==> src/rtl/pwm_seq_pkg.sv <==
// Shared types for the PWM ramp sequencer.
// FSM encoding and the Pwm write-strobe hold length.
package pwm_seq_pkg;

  typedef enum logic [1:0] {
    IDLE  = 2'd0,
    CALC  = 2'd1,
    WRITE = 2'd2,
    NEXT  = 2'd3
  } state_t;

  localparam int unsigned WriteHold = 2;

endpackage

==> src/rtl/pwm_tick_prescaler.sv <==
// Ramp tick generator.
// Counts 0..TickDiv-1 and pulses tick on the wrap cycle.
module pwm_tick_prescaler #(
  parameter int TickDiv = 1000
) (
  input  logic clk,
  input  logic rst,
  output logic tick
);

  localparam int CW = (TickDiv > 2) ? $clog2(TickDiv) : 1;

  logic [CW-1:0] cnt_q;

  assign tick = (cnt_q == CW'(TickDiv - 1));

  always_ff @(posedge clk) begin
    if (rst) begin
      cnt_q <= '0;
    end else if (tick) begin
      cnt_q <= '0;
    end else begin
      cnt_q <= cnt_q + CW'(1);
    end
  end

endmodule

==> src/rtl/pwm_ramp_sequencer.sv <==
// Ramps per-channel Pwm duty toward host targets.
// One round-robin sweep of all channels per prescaler tick.
module pwm_ramp_sequencer
  import pwm_seq_pkg::*;
#(
  parameter int Resolution   = 8,
  parameter int AddressWidth = 2,
  parameter int TickDiv      = 1000
) (
  input  logic                         clk,
  input  logic                         rst,
  input  logic                         host_we,
  input  logic [AddressWidth-1:0]      host_addr,
  input  logic [Resolution-1:0]        host_target,
  input  logic [Resolution-1:0]        host_step,
  output logic                         pwm_ce,
  output logic [AddressWidth-1:0]      pwm_addr,
  output logic [Resolution-1:0]        pwm_data,
  output logic [2**AddressWidth-1:0]   at_target,
  output logic                         busy,
  output logic                         overrun
);

  localparam int Channels = 2**AddressWidth;

  logic [Resolution-1:0] cur_q [Channels];
  logic [Resolution-1:0] tgt_q [Channels];
  logic [Resolution-1:0] stp_q [Channels];

  state_t                state_q, state_d;
  logic [AddressWidth-1:0] ch_q;
  logic [1:0]            hold_q;
  logic                  pending_q;
  logic                  busy_q;
  logic                  overrun_q;
  logic                  tick;
  logic                  start;
  logic                  last;
  logic                  hold_done;

  logic [Resolution-1:0] cur, tgt, stp, diff, nxt;

  pwm_tick_prescaler #(
    .TickDiv(TickDiv)
  ) u_presc (
    .clk (clk),
    .rst (rst),
    .tick(tick)
  );

  assign last      = (ch_q == AddressWidth'(Channels - 1));
  assign hold_done = (hold_q == 2'(WriteHold - 1));
  assign busy      = busy_q;
  assign overrun   = overrun_q;

  always_comb begin
    for (int i = 0; i < Channels; i++) begin
      at_target[i] = (cur_q[i] == tgt_q[i]);
    end
  end

  // Larger-minus-smaller keeps the step from wrapping past either rail.
  always_comb begin
    cur  = cur_q[ch_q];
    tgt  = tgt_q[ch_q];
    stp  = stp_q[ch_q];
    diff = (cur > tgt) ? (cur - tgt) : (tgt - cur);
    nxt  = tgt;
    if (stp != '0 && diff > stp) begin
      nxt = (cur < tgt) ? (cur + stp) : (cur - stp);
    end
  end

  always_comb begin
    state_d = state_q;
    start   = 1'b0;
    pwm_ce  = 1'b0;
    unique case (state_q)
      IDLE: begin
        if (pending_q) begin
          start   = 1'b1;
          state_d = CALC;
        end
      end
      CALC:  state_d = WRITE;
      WRITE: begin
        pwm_ce = 1'b1;
        if (hold_done) state_d = NEXT;
      end
      NEXT:  state_d = last ? IDLE : CALC;
      default: state_d = IDLE;
    endcase
  end

  always_ff @(posedge clk) begin
    if (rst) begin
      state_q <= IDLE;
      ch_q    <= '0;
      hold_q  <= '0;
      busy_q  <= 1'b1;
    end else begin
      state_q <= state_d;
      hold_q  <= (state_q == WRITE) ? hold_q + 2'd1 : 2'd0;
      if (start) begin
        ch_q   <= '0;
        busy_q <= 1'b1;
      end else if (state_q == NEXT) begin
        if (last) busy_q <= 1'b0;
        else      ch_q   <= ch_q + AddressWidth'(1);
      end
    end
  end

  // Init sweep is just a pending tick left over from reset.
  always_ff @(posedge clk) begin
    if (rst) begin
      pending_q <= 1'b1;
      overrun_q <= 1'b0;
    end else begin
      pending_q <= tick | (pending_q & ~start);
      if (tick && pending_q && !start) overrun_q <= 1'b1;
    end
  end

  always_ff @(posedge clk) begin
    if (rst) begin
      pwm_addr <= '0;
      pwm_data <= '0;
    end else if (state_q == CALC) begin
      pwm_addr <= ch_q;
      pwm_data <= nxt;
    end
  end

  always_ff @(posedge clk) begin
    if (rst) begin
      for (int i = 0; i < Channels; i++) begin
        tgt_q[i] <= '0;
        stp_q[i] <= '0;
      end
    end else if (host_we) begin
      tgt_q[host_addr] <= host_target;
      stp_q[host_addr] <= host_step;
    end
  end

  always_ff @(posedge clk) begin
    if (rst) begin
      for (int i = 0; i < Channels; i++) cur_q[i] <= '0;
    end else if (state_q == CALC) begin
      cur_q[ch_q] <= nxt;
    end
  end

endmodule

==> config.mk <==
export PLATFORM = sky130hd
export DESIGN_NAME = pwm_ramp_sequencer
export DESIGN_NICKNAME = d
export VERILOG_FILES = /design/src/rtl/pwm_seq_pkg.sv /design/src/rtl/pwm_tick_prescaler.sv /design/src/rtl/pwm_ramp_sequencer.sv
export SDC_FILE = /design/constraint.sdc
export NUM_CORES = 1
export LEC_CHECK = 0
export CAP_MARGIN = 20
export CORE_MARGIN = 5
export CORE_UTILIZATION = 55
export CTS_CLUSTER_DIAMETER = 120
export DETAILED_ROUTE_END_ITERATION = 8
export GPL_TIMING_DRIVEN = 0
export PLACE_DENSITY = 0.74
export SYNTH_ARGS = -nofsm -noshare
export SYNTH_HDL_FRONTEND = slang
export SYNTH_SLANG_ARGS = --single-unit
==> constraint.sdc <==
create_clock -name clk -period 14.8 [get_ports clk]
set_input_delay 2.96 -clock clk [delete_from_list [all_inputs] [get_ports clk]]
set_output_delay 2.96 -clock clk [all_outputs]
set_load 0.1 [all_outputs]
======== Yosys cells after proc, flatten, opt, wreduce, memory -nomap -nowiden ========
Memories as Yosys holds them, arrays and structs flattened. A register that Yosys moved wholly into a read port is not among the register bits.
Cells that the tools add are included.
storage, ports and cells
  register bits after elaboration ......... 29
  latch bits .............................. 0
  RAM bits ................................ 96
  ROM bits ................................ 0
  input bits .............................. 21
  output and inout bits ................... 17
  word-level logic and storage cells ...... 87
  memories kept ........................... 3
cells by class
  $add $sub $neg .......................... 7
  multipliers ............................. 0
  div/mod/pow operators ................... 0
  $lt $le $gt $ge ......................... 3
  eq/ne operators ......................... 12
  shift operators ......................... 0
  multiplexer cells ....................... 33
  bitwise logic cells ..................... 5
  reductions and logical operators ........ 15
memory list
  name   depth  bits a word  rd ports  clocked after memory_dff  write ports  RTL line                  text
  cur_q  4      8            5         1                         4            pwm_ramp_sequencer.sv:26  logic [Resolution-1:0] cur_q [Channels];
  stp_q  4      8            1         1                         4            pwm_ramp_sequencer.sv:28  logic [Resolution-1:0] stp_q [Channels];
  tgt_q  4      8            5         1                         4            pwm_ramp_sequencer.sv:27  logic [Resolution-1:0] tgt_q [Channels];
operator list
  cell                                                  count
  2-to-1 mux 8 bit                                      6
  equality test 8 bit                                   4
  OR reduction 8 bit                                    3
  subtractor 8 bit                                      3
  2-to-1 mux 2 bit                                      11
  > comparator 8 bit                                    2
  2-to-1 mux 1 bit                                      15
  adder 10 x 1 -> 10 bit (second input constant)        1
  equality test 10 bit (second input constant)          1
  adder 8 bit                                           1
  less-than comparator 8 bit                            1
  one-hot mux 2 bit (4 select lines)                    1
  nonzero test 8 bit                                    1
  equality test 2 bit (second input constant)           3
  AND reduction 2 bit                                   3
  OR reduction 2 bit                                    3
  adder 2 x 1 -> 2 bit (second input constant)          2
  equality test 2 x 1 -> 1 bit (second input constant)  2
  != test 2 bit (second input constant)                 2
  logical AND 1 bit                                     3
  NOT 1 bit                                             3
  logical NOT 2 bit                                     1
  AND 1 bit                                             1
  logical NOT 1 bit                                     1
  bitwise OR 1 bit                                      1

======== Longest topological paths before layout ========
  word-level depth ........................ 6
  mapped depth ............................ 25
  depth with buffers taken out ............ 20

======== Modules after synthesis ========
A second synthesis with hierarchy kept.
second synthesis, totals
  cell total of the unflattened synthesis .. 608
  area, all modules ....................... 7175.6 sq um
modules (own cells, without submodules)
  module              instances  cells an instance  area an instance (sq um)  seq. area each (sq um)
  pwm_ramp_sequencer  1          552                6685.2                    3303.2
  pwm_tick_prescaler  1          56                 490.5                     200.2

======== Worst setup path after synthesis ========
OpenSTA, ideal clock, no wires.
  path type ............................... register to register
  from .................................... register with a tool-made name
  to ...................................... memory cur_q[0][5], data pin
  library setup time ...................... 271 ps
  data arrival time ....................... 5391 ps
  required time ........................... 14529 ps
  setup slack ............................. 9139 ps
  cell stages (with the launch flop) ...... 23
  path buffers ............................ 5
  period minus slack after synthesis ...... 5661 ps
  path through ............................ dfxtp_1 -> buf_6 -> buf_2 -> buf_1 -> mux4_2 -> inv_1 -> ha_1 -> a21oi_1 -> a211oi_1 -> o21ai_0 -> clkbuf_1 -> mux2i_1 -> o221ai_1 -> a21oi_1 -> xnor2_1 -> ha_1 -> a21oi_1 -> o21ai_0 -> o311ai_1 -> or2_1 -> buf_6 -> mux2i_1 -> nor3_1
RTL lines
  item       RTL line
  to (decl)  pwm_ramp_sequencer.sv:26

==> run metrics <==
outcome complete, no violations; clock sink count 127; Clk Latency, worst-skew pair 0.42 ns; Post-Layout Cell Count 841; Setup crit end kind register; All-Layer GR Usage 23.5%; Nets 718; post-route design area 8150 um2; DRT iter0 DRCs 425; CTS Buf Count 17; Starting Density 55.8%; vias in the first global route 4,915; Die X 123 um; dpl cells 809; layout cells sized above 1 11.4%; synth top area cells edfxtp_1 41%, dfxtp_1 8.8%, mux4_2 7.1%; type of origin of the critical path register; Primary FF master, synth edfxtp_1; Setup TNS 0 ns; post-synthesis simple-gate area fraction 15.8%; clk buf depth 2; synthesis warning total 0; IO Count 38; XOR/XNOR Fraction of Synth Area 7.31%; CTS root buf clkbuf_16; Synth cell types 50; Max Cap Viol 0; cts repair resizes 0; syn nets 662; ANT cells 0; Final WS setup 7.58 ns; DR pass1 iterations 7; first-pass GRT wire length 26,100 um; Synth Area in Adders 7.63%; CTS tree built; main combinational cell family by area after synthesis simple AND/OR/NAND/NOR gates; Core ar. 12,600 um2; WL/cell 19.6 um; Yosys reg bits 127; post-detail-place hpwl 12,400 um; Clk pin slew, worst setup/hold paths 0.06 ns; row count 41; Final GP Congestion 0.946; Req. time, crit path 14.93 ns; crit share post-route 48.8%; highest-count cells in the layout ignoring fill and taps 96 x edfxtp_1, 69 x nor2_1, 65 x and2_1; DRT Wirelength 16,500 um; Crit Path Class register to register; Yosys top cell by area edfxtp_1; DR vias 4,804; largest net degree at the start of global routing 17; Synth top area share 41.1%; syn_area_per_cell 11.7 um2; Max Clk Rate 0.139 GHz; clock skew 0.00790 ns; H-tree Lvls 4; initial antenna violation count 0; ANT nets after route 0; largest fanout on the critical path 10; worst vdd ir 0.0939 mV; number of synthesized flops with an enable pin 96; cells after synthesis 600; post-CTS setup buffer count 0; Via density 5.71; Layout area overhead 16.2%; Leak Pwr 0.00299 uW; fin. max-slew vios 0; most common cell after layout, fill and taps aside edfxtp_1; cts hold-fix bufs 0; mux cell area share after synthesis 9.60%; DP Area 7600 um2; Synth Cell Area 7010 um2; Tightest Pin Transition 1.06 ns; RSZ-0062 raised after global routing false; Worst Hold Class register to register; drt drc 0; PwrDens 181 nW/um2; max_slew headroom 29.3%; fin crit period 7.22 ns; Final Hold Fails 0; GRT overflow 0; Seq/Total Area, Yosys 49.9%; port bufs 37; pre-CTS setup slack 7.70 ns; Compound-Gate Fraction of Synth Area 6.56%; # setup viols final 0; Die ar. 15,100 um2; WP data arrival 7.35 ns; die span in y 123 um; ys async rst share 0%
-- logic make-up after synthesis --
| family | Yosys count |
|---|---|
| and+or+nand+nor | 210 |
| muxes | 39 |
| buffers and inverters | 55 |
| xor gates and xnor gates | 57 |
| AOI/OAI and AO/OA | 71 |
| DFF | 127 |
| adders and majority gates | 41 |
-- power by group --
group	internal, uW	switching, uW
logic	237	405
registers	428	27.7
clock network	229	152
-- critical path, stage by stage, from the launching register on --
cell and delay (ns):
dfxtp_1 0.33, clkbuf_1 0.40, buf_1 0.54, buf_2 0.40, mux2i_1 0.24, nand2_1 0.06
o21ai_0 0.25, inv_1 0.09, ha_1 0.41, nand3_1 0.10, or3_1 0.31, o21ai_0 0.17
clkbuf_1 0.42, mux2i_1 0.29, o221ai_1 0.14, a21oi_1 0.19, xnor2_1 0.14, ha_1 0.27
a21oi_1 0.14, o21ai_0 0.11, o311ai_1 0.77, or2_1 0.21, buf_6 0.15, mux2i_1 0.64
nor2_1 0.14
-- registers in the layout, indices dropped and copies added (netlist names), named ones only --
name and flops:
busy 1, pending_q 1, pwm_addr 2, u_presc.cnt_q 10, state_q 2, ch_q 2, pwm_data 8, tgt_q 32
stp_q 32, overrun 1, cur_q 32, hold_q 2
-- cell type report --
class                           count  area [um2]
Fill cell                         944        4420
Sequential cell                   127        3500
Multi-Input combinational cell    418        3290
Clock buffer                       18         429
Timing Repair Buffer               37         370
Tap cell                          172         215
Inverter                           33         124
Clock inverter                     14         120
Buffer                             22         100
-- path summary, 6_finish.rpt --
kind             start          end  slack [ns]  cells past startpoint
max           register  cur_q[0][3]        7.58                     24
max reg2reg   register  cur_q[0][3]        7.58                     24
min reg2reg  hold_q[0]    hold_q[0]        0.43                      1
min          hold_q[0]    hold_q[0]        0.43                      1
-- Yosys cell counts, types with 5 or more instances --
master,n
nor2_1,69
nand4_1,12
and2_1,65
nor3_1,10
xor2_1,5
nand2_1,16
o21ai_0,13
a21oi_1,23
inv_1,32
mux4_2,22
clkbuf_1,16
nand2b_1,9
dfxtp_1,31
nor2b_1,6
edfxtp_1,96
ha_1,38
xnor2_1,51
a21o_1,6
mux2i_1,11
or2_2,5
mux2_2,6
-- layer usage --
metal / part of all wire [%] / GRT usage (%) / vias up
li1: - / - / 2247
met1: 40 / 29.8 / 2352
met2: 50 / 38.8 / 164
met3: 5.9 / 4.99 / 41
met4: 3.6 / 10.8 / 0
met5: 0 / 0 / -
-- per-stage QoR --
stage	hold WS [ns]	total power [uW]	util, %
3_5_place_dp	0.415	1090	60.5
6_report	0.426	1480	64.9
4_1_cts	0.423	1480	64.9
3_3_place_gp	0.407	1080	60.5
2_1_floorplan	0.398	931	-
5_1_grt	0.446	1560	64.9
Note: power is estimated with default switching activity, not from simulation.
